## src/rtl/cntr_mon_pkg.sv

```systemverilog
// rtl/cntr_mon_pkg.sv - shared types and defaults for the counter stream monitor
package cntr_mon_pkg;

  localparam int DEF_WIDTH = 8;
  localparam int DEF_CNT_W = 16;
  // Sample fields are carried at a fixed maximum width; narrower WIDTH values zero-extend.
  localparam int MAX_W = 32;

  typedef enum logic [1:0] {
    ST_IDLE,
    ST_SEEK,
    ST_TRACK
  } state_t;

  typedef struct packed {
    logic             ena;
    logic [MAX_W-1:0] limit;
    logic [MAX_W-1:0] q;
    logic             done;
  } sample_t;

endpackage

```

## src/rtl/sat_counter.sv

```systemverilog
// rtl/sat_counter.sv - saturating event counter with synchronous clear
module sat_counter #(
  parameter int W = 16
) (
  input  logic         clk,
  input  logic         rst,
  input  logic         i_clr,
  input  logic         i_inc,
  output logic [W-1:0] o_cnt
);

  logic [W-1:0] r_cnt;
  logic [W-1:0] w_base;

  // A clear in the same cycle as an increment still counts the new event.
  assign w_base = i_clr ? '0 : r_cnt;

  always_ff @(posedge clk or posedge rst) begin
    if (rst) begin
      r_cnt <= '0;
    end else if (i_clr || i_inc) begin
      r_cnt <= (i_inc && (w_base != '1)) ? w_base + W'(1) : w_base;
    end
  end

  assign o_cnt = r_cnt;

endmodule

```

## src/rtl/cntr_stream_monitor.sv

```systemverilog
// rtl/cntr_stream_monitor.sv - passive checker for an up-counter's q/done stream
module cntr_stream_monitor
  import cntr_mon_pkg::*;
#(
  parameter int WIDTH = DEF_WIDTH,
  parameter int CNT_W = DEF_CNT_W
) (
  input  logic             clk,
  input  logic             rst,
  input  logic             ena,
  input  logic [WIDTH-1:0] limit,
  input  logic [WIDTH-1:0] q,
  input  logic             done,
  input  logic             clr,
  output logic             locked,
  output logic             err,
  output logic             err_pulse,
  output logic [CNT_W-1:0] err_cnt,
  output logic [CNT_W-1:0] wrap_cnt,
  output logic [WIDTH-1:0] meas_limit,
  output logic             meas_valid
);

  sample_t          r_cur;
  logic             r_prv_ena;
  logic [MAX_W-1:0] r_prv_limit;
  logic [MAX_W-1:0] r_prv_q;
  state_t           r_state;
  state_t           w_state_nxt;
  logic             r_locked;
  logic             r_err;
  logic             r_err_pulse;
  logic [WIDTH-1:0] r_meas_limit;
  logic             r_meas_valid;
  logic [MAX_W-1:0] w_exp_q;
  logic             w_exp_done;
  logic             w_check;
  logic             w_mismatch;
  logic             w_wrap;

  always_ff @(posedge clk or posedge rst) begin
    if (rst) begin
      r_cur       <= '0;
      r_prv_ena   <= 1'b0;
      r_prv_limit <= '0;
      r_prv_q     <= '0;
    end else begin
      r_cur       <= '{ena: ena, limit: MAX_W'(limit), q: MAX_W'(q), done: done};
      r_prv_ena   <= r_cur.ena;
      r_prv_limit <= r_cur.limit;
      r_prv_q     <= r_cur.q;
    end
  end

  // Unsigned rule with no modular wrap: q at or above limit must return to zero.
  always_comb begin
    w_exp_q    = '0;
    w_exp_done = 1'b1;
    if (r_prv_q < r_prv_limit) begin
      w_exp_q    = r_prv_q + MAX_W'(1);
      w_exp_done = 1'b0;
    end
  end

  assign w_check    = (r_state == ST_TRACK) && r_cur.ena && r_prv_ena;
  assign w_mismatch = w_check && ((r_cur.q != w_exp_q) || (r_cur.done != w_exp_done));
  assign w_wrap     = w_check && !w_mismatch && r_cur.done;

  always_comb begin
    w_state_nxt = r_state;
    if (!r_cur.ena) begin
      w_state_nxt = ST_IDLE;
    end else begin
      case (r_state)
        ST_IDLE:  w_state_nxt = ST_SEEK;
        ST_SEEK:  if (r_cur.q == '0) w_state_nxt = ST_TRACK;
        ST_TRACK: if (w_mismatch) w_state_nxt = ST_SEEK;
        default:  w_state_nxt = ST_IDLE;
      endcase
    end
  end

  always_ff @(posedge clk or posedge rst) begin
    if (rst) begin
      r_state      <= ST_IDLE;
      r_locked     <= 1'b0;
      r_err        <= 1'b0;
      r_err_pulse  <= 1'b0;
      r_meas_limit <= '0;
      r_meas_valid <= 1'b0;
    end else begin
      r_state      <= w_state_nxt;
      r_err_pulse  <= w_mismatch;
      r_meas_valid <= w_wrap;
      if (!r_cur.ena || w_mismatch) r_locked <= 1'b0;
      else if (w_wrap)              r_locked <= 1'b1;
      if (w_mismatch)               r_err <= 1'b1;
      else if (clr)                 r_err <= 1'b0;
      if (w_wrap)                   r_meas_limit <= WIDTH'(r_prv_q);
    end
  end

  sat_counter #(.W(CNT_W)) u_err_cnt (
    .clk   (clk),
    .rst   (rst),
    .i_clr (clr),
    .i_inc (w_mismatch),
    .o_cnt (err_cnt)
  );

  sat_counter #(.W(CNT_W)) u_wrap_cnt (
    .clk   (clk),
    .rst   (rst),
    .i_clr (clr),
    .i_inc (w_wrap),
    .o_cnt (wrap_cnt)
  );

  assign locked     = r_locked;
  assign err        = r_err;
  assign err_pulse  = r_err_pulse;
  assign meas_limit = r_meas_limit;
  assign meas_valid = r_meas_valid;

endmodule

```

## config.mk

```make
export PLATFORM = sky130hd
export DESIGN_NAME = cntr_stream_monitor
export DESIGN_NICKNAME = d
export VERILOG_FILES = /design/src/rtl/cntr_mon_pkg.sv /design/src/rtl/sat_counter.sv /design/src/rtl/cntr_stream_monitor.sv
export SDC_FILE = /design/constraint.sdc
export NUM_CORES = 1
export LEC_CHECK = 0
export BUFFER_PORTS_ARGS = -buffer_cell sky130_fd_sc_hd__buf_2
export CAP_MARGIN = 0
export CORE_MARGIN = 2
export CORE_UTILIZATION = 50
export CTS_CLUSTER_SIZE = 16
export DETAILED_ROUTE_END_ITERATION = 12
export PLACE_DENSITY = 0.75
export SKIP_LAST_GASP = 1
export SYNTH_ARGS = -nofsm -noshare
export SYNTH_HDL_FRONTEND = slang
export SYNTH_SLANG_ARGS = --single-unit
```

## constraint.sdc

```tcl
create_clock -name clk -period 4 [get_ports clk]
set_input_delay 0.8 -clock clk [delete_from_list [all_inputs] [get_ports clk]]
set_output_delay 0.8 -clock clk [all_outputs]
set_load 0.05 [all_outputs]
```

; Yosys cells after proc, flatten, opt, wreduce, memory -nomap -nowiden
; Cells that the tools add are included.
[word_totals]
ff_bits = 81
elab_cells = 59
in_bits = 21
output_inout_bits = 44
[op_classes]
magnitude_cmp = 1
n_reduce_logical = 18
n_mux = 14
n_eq_ne = 8
n_addsub = 3
[op_table]
columns = cell, count
row1 = $mux 16, 4
row2 = $add 16x1->16 const B, 2
row3 = $logic_not 32->1, 1
row4 = $ne 16x16->1 const B, 2
row5 = $ne 8x32->1, 1
row6 = $add 8x1->9 const B, 1
row7 = $mux 9, 1
row8 = $lt 8x8->1, 1
row9 = $logic_and 1x1->1, 7
row10 = $mux 2, 3
row11 = $pmux 2 s3, 1
row12 = $mux 1, 5
row13 = $logic_or 1x1->1, 4
row14 = $reduce_bool 2->1, 2
row15 = $ne 3x2->1 const B, 1
row16 = $ne 3x3->1 const B, 1
row17 = $eq 2x1->1 const B, 1
row18 = $eq 2x2->1 const B, 1
row19 = $logic_not 1->1, 2
row20 = $logic_not 2->1, 1
row21 = $reduce_and 2->1, 1
row22 = $ne 1x1->1, 1

; Longest topological paths before layout
[depth]
depth_word = 10
depth_mapped = 11
depth_no_buf = 11

; Hierarchy
; A second synthesis with hierarchy kept.
[hier_totals]
hier_cells = 347
hier_area_um2 = 3791.1
[by_module_without_submodules]
columns = module, instances, seq_area_each_um2, area_per_inst_um2, cells_each
row1 = cntr_stream_monitor, 1, 1226.2, 2052.0, 167
row2 = sat_counter, 2, 400.4, 869.6, 90

; Worst setup path before layout
; Ideal clock, no wire load.
[synth_path]
path_kind = in2reg
startpoint = in clr
endpoint = reg u_wrap_cnt.r_cnt[12] (netlist: u_wrap_cnt.o_cnt[12])
setup_slack_ns = 1.015
t_arrival_ns = 2.860
n_path_buf = 2
setup_ns = 0.125
t_required_ns = 3.875
cell_stages = 8
cell_sequence = clkbuf_1 -> buf_1 -> nor2b_1 -> ha_1 -> nor3b_1 -> nand3_1 -> nand4_1 -> mux2_2
[synth_between]
elab_chain_len = 4
elab_cells_between_ends = 6
cone_classes = add/sub (1) / eq/ne (1) / mux (2) / reduce/logical (2)
[synth_rtl]
columns = item, line
row1 = from (decl), cntr_stream_monitor.sv:14  ; input logic clr,
row2 = "parallel branches: the longest is 4 deep, another holds $add 16x1->16", --
row3 = to (signal assigned), sat_counter.sv:22  ; r_cnt <= (i_inc && (w_base != '1)) ? w_base + W'(1) : w_base;
row4 = to (decl), sat_counter.sv:12  ; logic [W-1:0] r_cnt;
; Parallel ways; which one is timed is not known.
; A chain may end at the register's enable or synchronous reset.

; Final worst setup path
[layout_path]
startpoint = reg r_prv_q[7]
endpoint = reg u_wrap_cnt.r_cnt[1] (netlist: u_wrap_cnt.o_cnt[1])
[layout_between]
elab_chain_len = 10
elab_cells_between_ends = 14
cone_classes = add/sub (1) / order compare (1) / eq/ne (2) / mux (3) / reduce/logical (7)
[layout_rtl]
columns = item, line
row1 = from (decl), cntr_stream_monitor.sv:27  ; logic [MAX_W-1:0] r_prv_q;
row2 = from (signal assigned), cntr_stream_monitor.sv:51  ; r_prv_q <= r_cur.q;
row3 = $add 8x1->9 / $lt 8x8->1 (equally long branches), "cntr_stream_monitor.sv:60, cntr_stream_monitor.sv:59"
row4 = $mux 9 / $mux 1 (equally long branches), cntr_stream_monitor.sv:59  ; if (r_prv_q < r_prv_limit) begin
row5 = $ne 8x32->1 / $ne 1x1->1 (equally long branches), cntr_stream_monitor.sv:66  ; assign w_mismatch = w_check && ((r_cur.q != w_exp_q) || (r_cur.done != w_exp_done));
row6 = $logic_or 1x1->1 (*), cntr_stream_monitor.sv:66
row7 = $logic_and 1x1->1 (*), cntr_stream_monitor.sv:66
row8 = $logic_not 1->1 (*), cntr_stream_monitor.sv:67  ; assign w_wrap = w_check && !w_mismatch && r_cur.done;
row9 = $logic_and 1x1->1 (*) (2 in a row), cntr_stream_monitor.sv:67
row10 = named net u_wrap_cnt.i_inc, sat_counter.sv:8  ; input logic i_inc,
row11 = $logic_and 1x1->1, sat_counter.sv:22
row12 = $mux 16, sat_counter.sv:22
; Mark *: on every way through the listed nets, which the timed path passes. The rest lies on a longest branch.

==> impl_metrics.tcl <==
set metrics [dict create \
    status "completed" \
    io_pins 65 \
    htreeDepth 3 \
    stdcell_area_um2 4469 \
    slew_headroom 0.4164 \
    drt_first_pass_iters 4 \
    min_period_ps 3362 \
    r2r_cells 10 \
    holdBufCountCts 0 \
    cp-start-kind "flip-flop" \
    synth.distinct_cells 61 \
    cts_resized 0 \
    worstSetupPathType "reg -> reg" \
    grt_pass1_vias 2843 \
    die-area_um2 8413 \
    drv_slew 0 \
    syn_nets 380 \
    ys.flop_type "dfrtp_1" \
    synth_edf_count 0 \
    crit_top_cell "nand2_1" \
    holdCritPathClass "reg -> reg" \
    power_density_nw_per_um2 349.7 \
    finClkSkew_ps 9.745 \
    synth_area_um2 3847 \
    worst_ep_arrival_time_ps 3600 \
    final_core_util 0.6065 \
    path_buf_inv 1 \
    fmax_mhz 297.5 \
    hold_viol_final 0 \
    die_height_um 91.72 \
    place_area_um2 4267 \
    drc 0 \
    path_clk_slew_ps 80 \
    cts-root-buf "clkbuf_8" \
    finalWeightedCongestion 0.8922 \
    clock_path_buffers 2 \
    wl_per_cell_um 15.45 \
    setup_viol 0 \
    drt-total-wl_um 8019 \
    vias 2917 \
    final_common_cell "dfrtp_1" \
    drt_iter0_drc 181 \
    synth.top_cells.by_area "dfrtp_1 (53%), mux2_2 (4.7%), ha_1 (3.3%)" \
    p_leak_nw 2.146 \
    synth-seq-area-share 0.5268 \
    via_per_inst 5.620 \
    grt_max_degree 53 \
    netlist.area_leader.share 0.5268 \
    r2r-end "u_wrap_cnt.o_cnt[1]" \
    hold_path_depth 0 \
    cts_buffers 9 \
    grtUsageTotal 0.2047 \
    ir_drop_uv 171.5 \
    dpl.hpwl_um 5726 \
    slowest_delay_ps 570 \
    cp_max_fo 13 \
    antenna_found_initial 0 \
    layout-drive-gt1-share 0.2690 \
    yosys.area.top_type "dfrtp_1" \
    core_area_um2 7370 \
    avgSynthCellArea_um2 11.02 \
    r2r_slack_ps 640 \
    final_cell_mix "dfrtp_1 (81), buf_2 (64), nor2_1 (24)" \
    min_period_over_period 0.8404 \
    post-cts-setup-buffers 0 \
    worstReg2RegStart "r_prv_q[7]" \
    path_delay_family "compound AO/OA/AOI/OAI gates" \
    worst_pin_slew_ps 875.5 \
    antenna_cells 0 \
    rsz0062_at_grt "false" \
    layout.nets 448 \
    maxCapViolCount 0 \
    yosys_warnings 0 \
    ant_nets 0 \
    cts.sinks 81 \
    fin_setup_tns_ps 0 \
    tritoncts "done" \
    async_flop_share 1.000 \
    worstSkewPairLatency_ps 350 \
    rows 31 \
    hold_end "r_prv_limit[4]" \
    min_from "r_cur[37]" \
    synth_seq_cells 81 \
    syn_to_final_growth_pct 16.16 \
    gr-total-overflow 0 \
    portBuffers 64 \
    worstPathCellList "ha_1 -> nand2_1 -> o21ai_0 -> a31oi_1 -> and4b_1 -> o32ai_2 -> or3_4 -> clkinv_1 -> nand2_1 -> mux2_2" \
    cpMaxStageDelayCell "o21ai_0" \
    synth_cells 349 \
    cp-end-kind "flip-flop" \
    grt_pass1_wl_um 13650 \
    chipWidth_um 91.72 \
    required_ps 4240 \
    start_util 0.5221 \
]
[state kept, by name (all words and copies together), names as in the netlist]
signal / cells
err_pulse: 1
r_state: 2
r_prv_limit: 8
r_cur: 18
meas_limit: 8
u_err_cnt.o_cnt: 16
u_wrap_cnt.o_cnt: 16
err: 1
r_prv_ena: 1
r_prv_q: 8
meas_valid: 1
locked: 1
[power by group]
| part | switching, mW | internal, mW |
|---|---|---|
| clock network | 0.277 | 0.333 |
| logic | 0.0599 | 0.0377 |
| registers | 0.0185 | 0.837 |
| total | 0.356 | 1.21 |
[cell usage after synthesis, drive strengths merged (6+ instances only)]
cell type and n:
nand3 15, nand4 14, dfrtp 81, xnor2 12, or3 6, mux2 17, nor2 25, inv 18
nand2 21, nor2b 17, a21oi 9, and3 11, nor3 10, o21ai 11, ha 10
[worst max-delay path by stage]
stage               startpoint                    to  slack [ps]  cells past startpoint
finish              r_prv_q[7]   u_wrap_cnt.o_cnt[1]         640                     10
global route        r_prv_q[7]   u_wrap_cnt.o_cnt[1]         420                     10
CTS                 r_prv_q[7]   u_wrap_cnt.o_cnt[1]         680                     10
detailed placement  r_prv_q[7]   u_wrap_cnt.o_cnt[1]         690                     10
global placement    r_prv_q[1]   u_wrap_cnt.o_cnt[1]         800                      9
floorplan                  clr  u_wrap_cnt.o_cnt[12]        1020                      8
[layer usage]
metal	wire, um	vias up	GRT usage
li1	-	1388	-
met4	160	0	0.08582
met3	497	14	0.04273
met1	3711	1414	0.2881
met2	3649	101	0.3100
met5	0	-	0
[per-stage QoR]
stage	power, mW	hold WS [ps]	worst slack, ps	cells
finish	1.563	345.8	638.2	519
global route	1.626	357.1	416.9	519
CTS	1.580	351.6	680.4	519
detailed placement	0.9689	334.7	693.6	505
global placement	0.9654	334.0	798.5	505
floorplan	0.9360	331.2	1015	349
[logic make-up (layout without fill, tap and decap cells)]
family | count (synthesis) | count (layout) | share of synthesized area
multiplexers | 19 | 19 | 0.05496
flip-flops | 81 | 81 | 0.5268
buffers and inverters | 29 | 100 | 0.03122
AO/OA/AOI/OAI | 49 | 49 | 0.1002
XOR/XNOR | 18 | 18 | 0.04455
AND/OR/NAND/NOR | 143 | 143 | 0.2098
adder cells (fa/ha/maj) | 10 | 10 | 0.03252
[layout make-up]
type / instances / area (um2)
fill: 630 / 2900
sequential: 81 / 2027
multi-input combinational: 239 / 1700
timing repair buffer: 67 / 342.8
clock buffer: 12 / 165.2
tap: 99 / 123.9
inverter: 19 / 72.57
clock inverter: 2 / 37.54
Power figures use the tool's default switching activity.
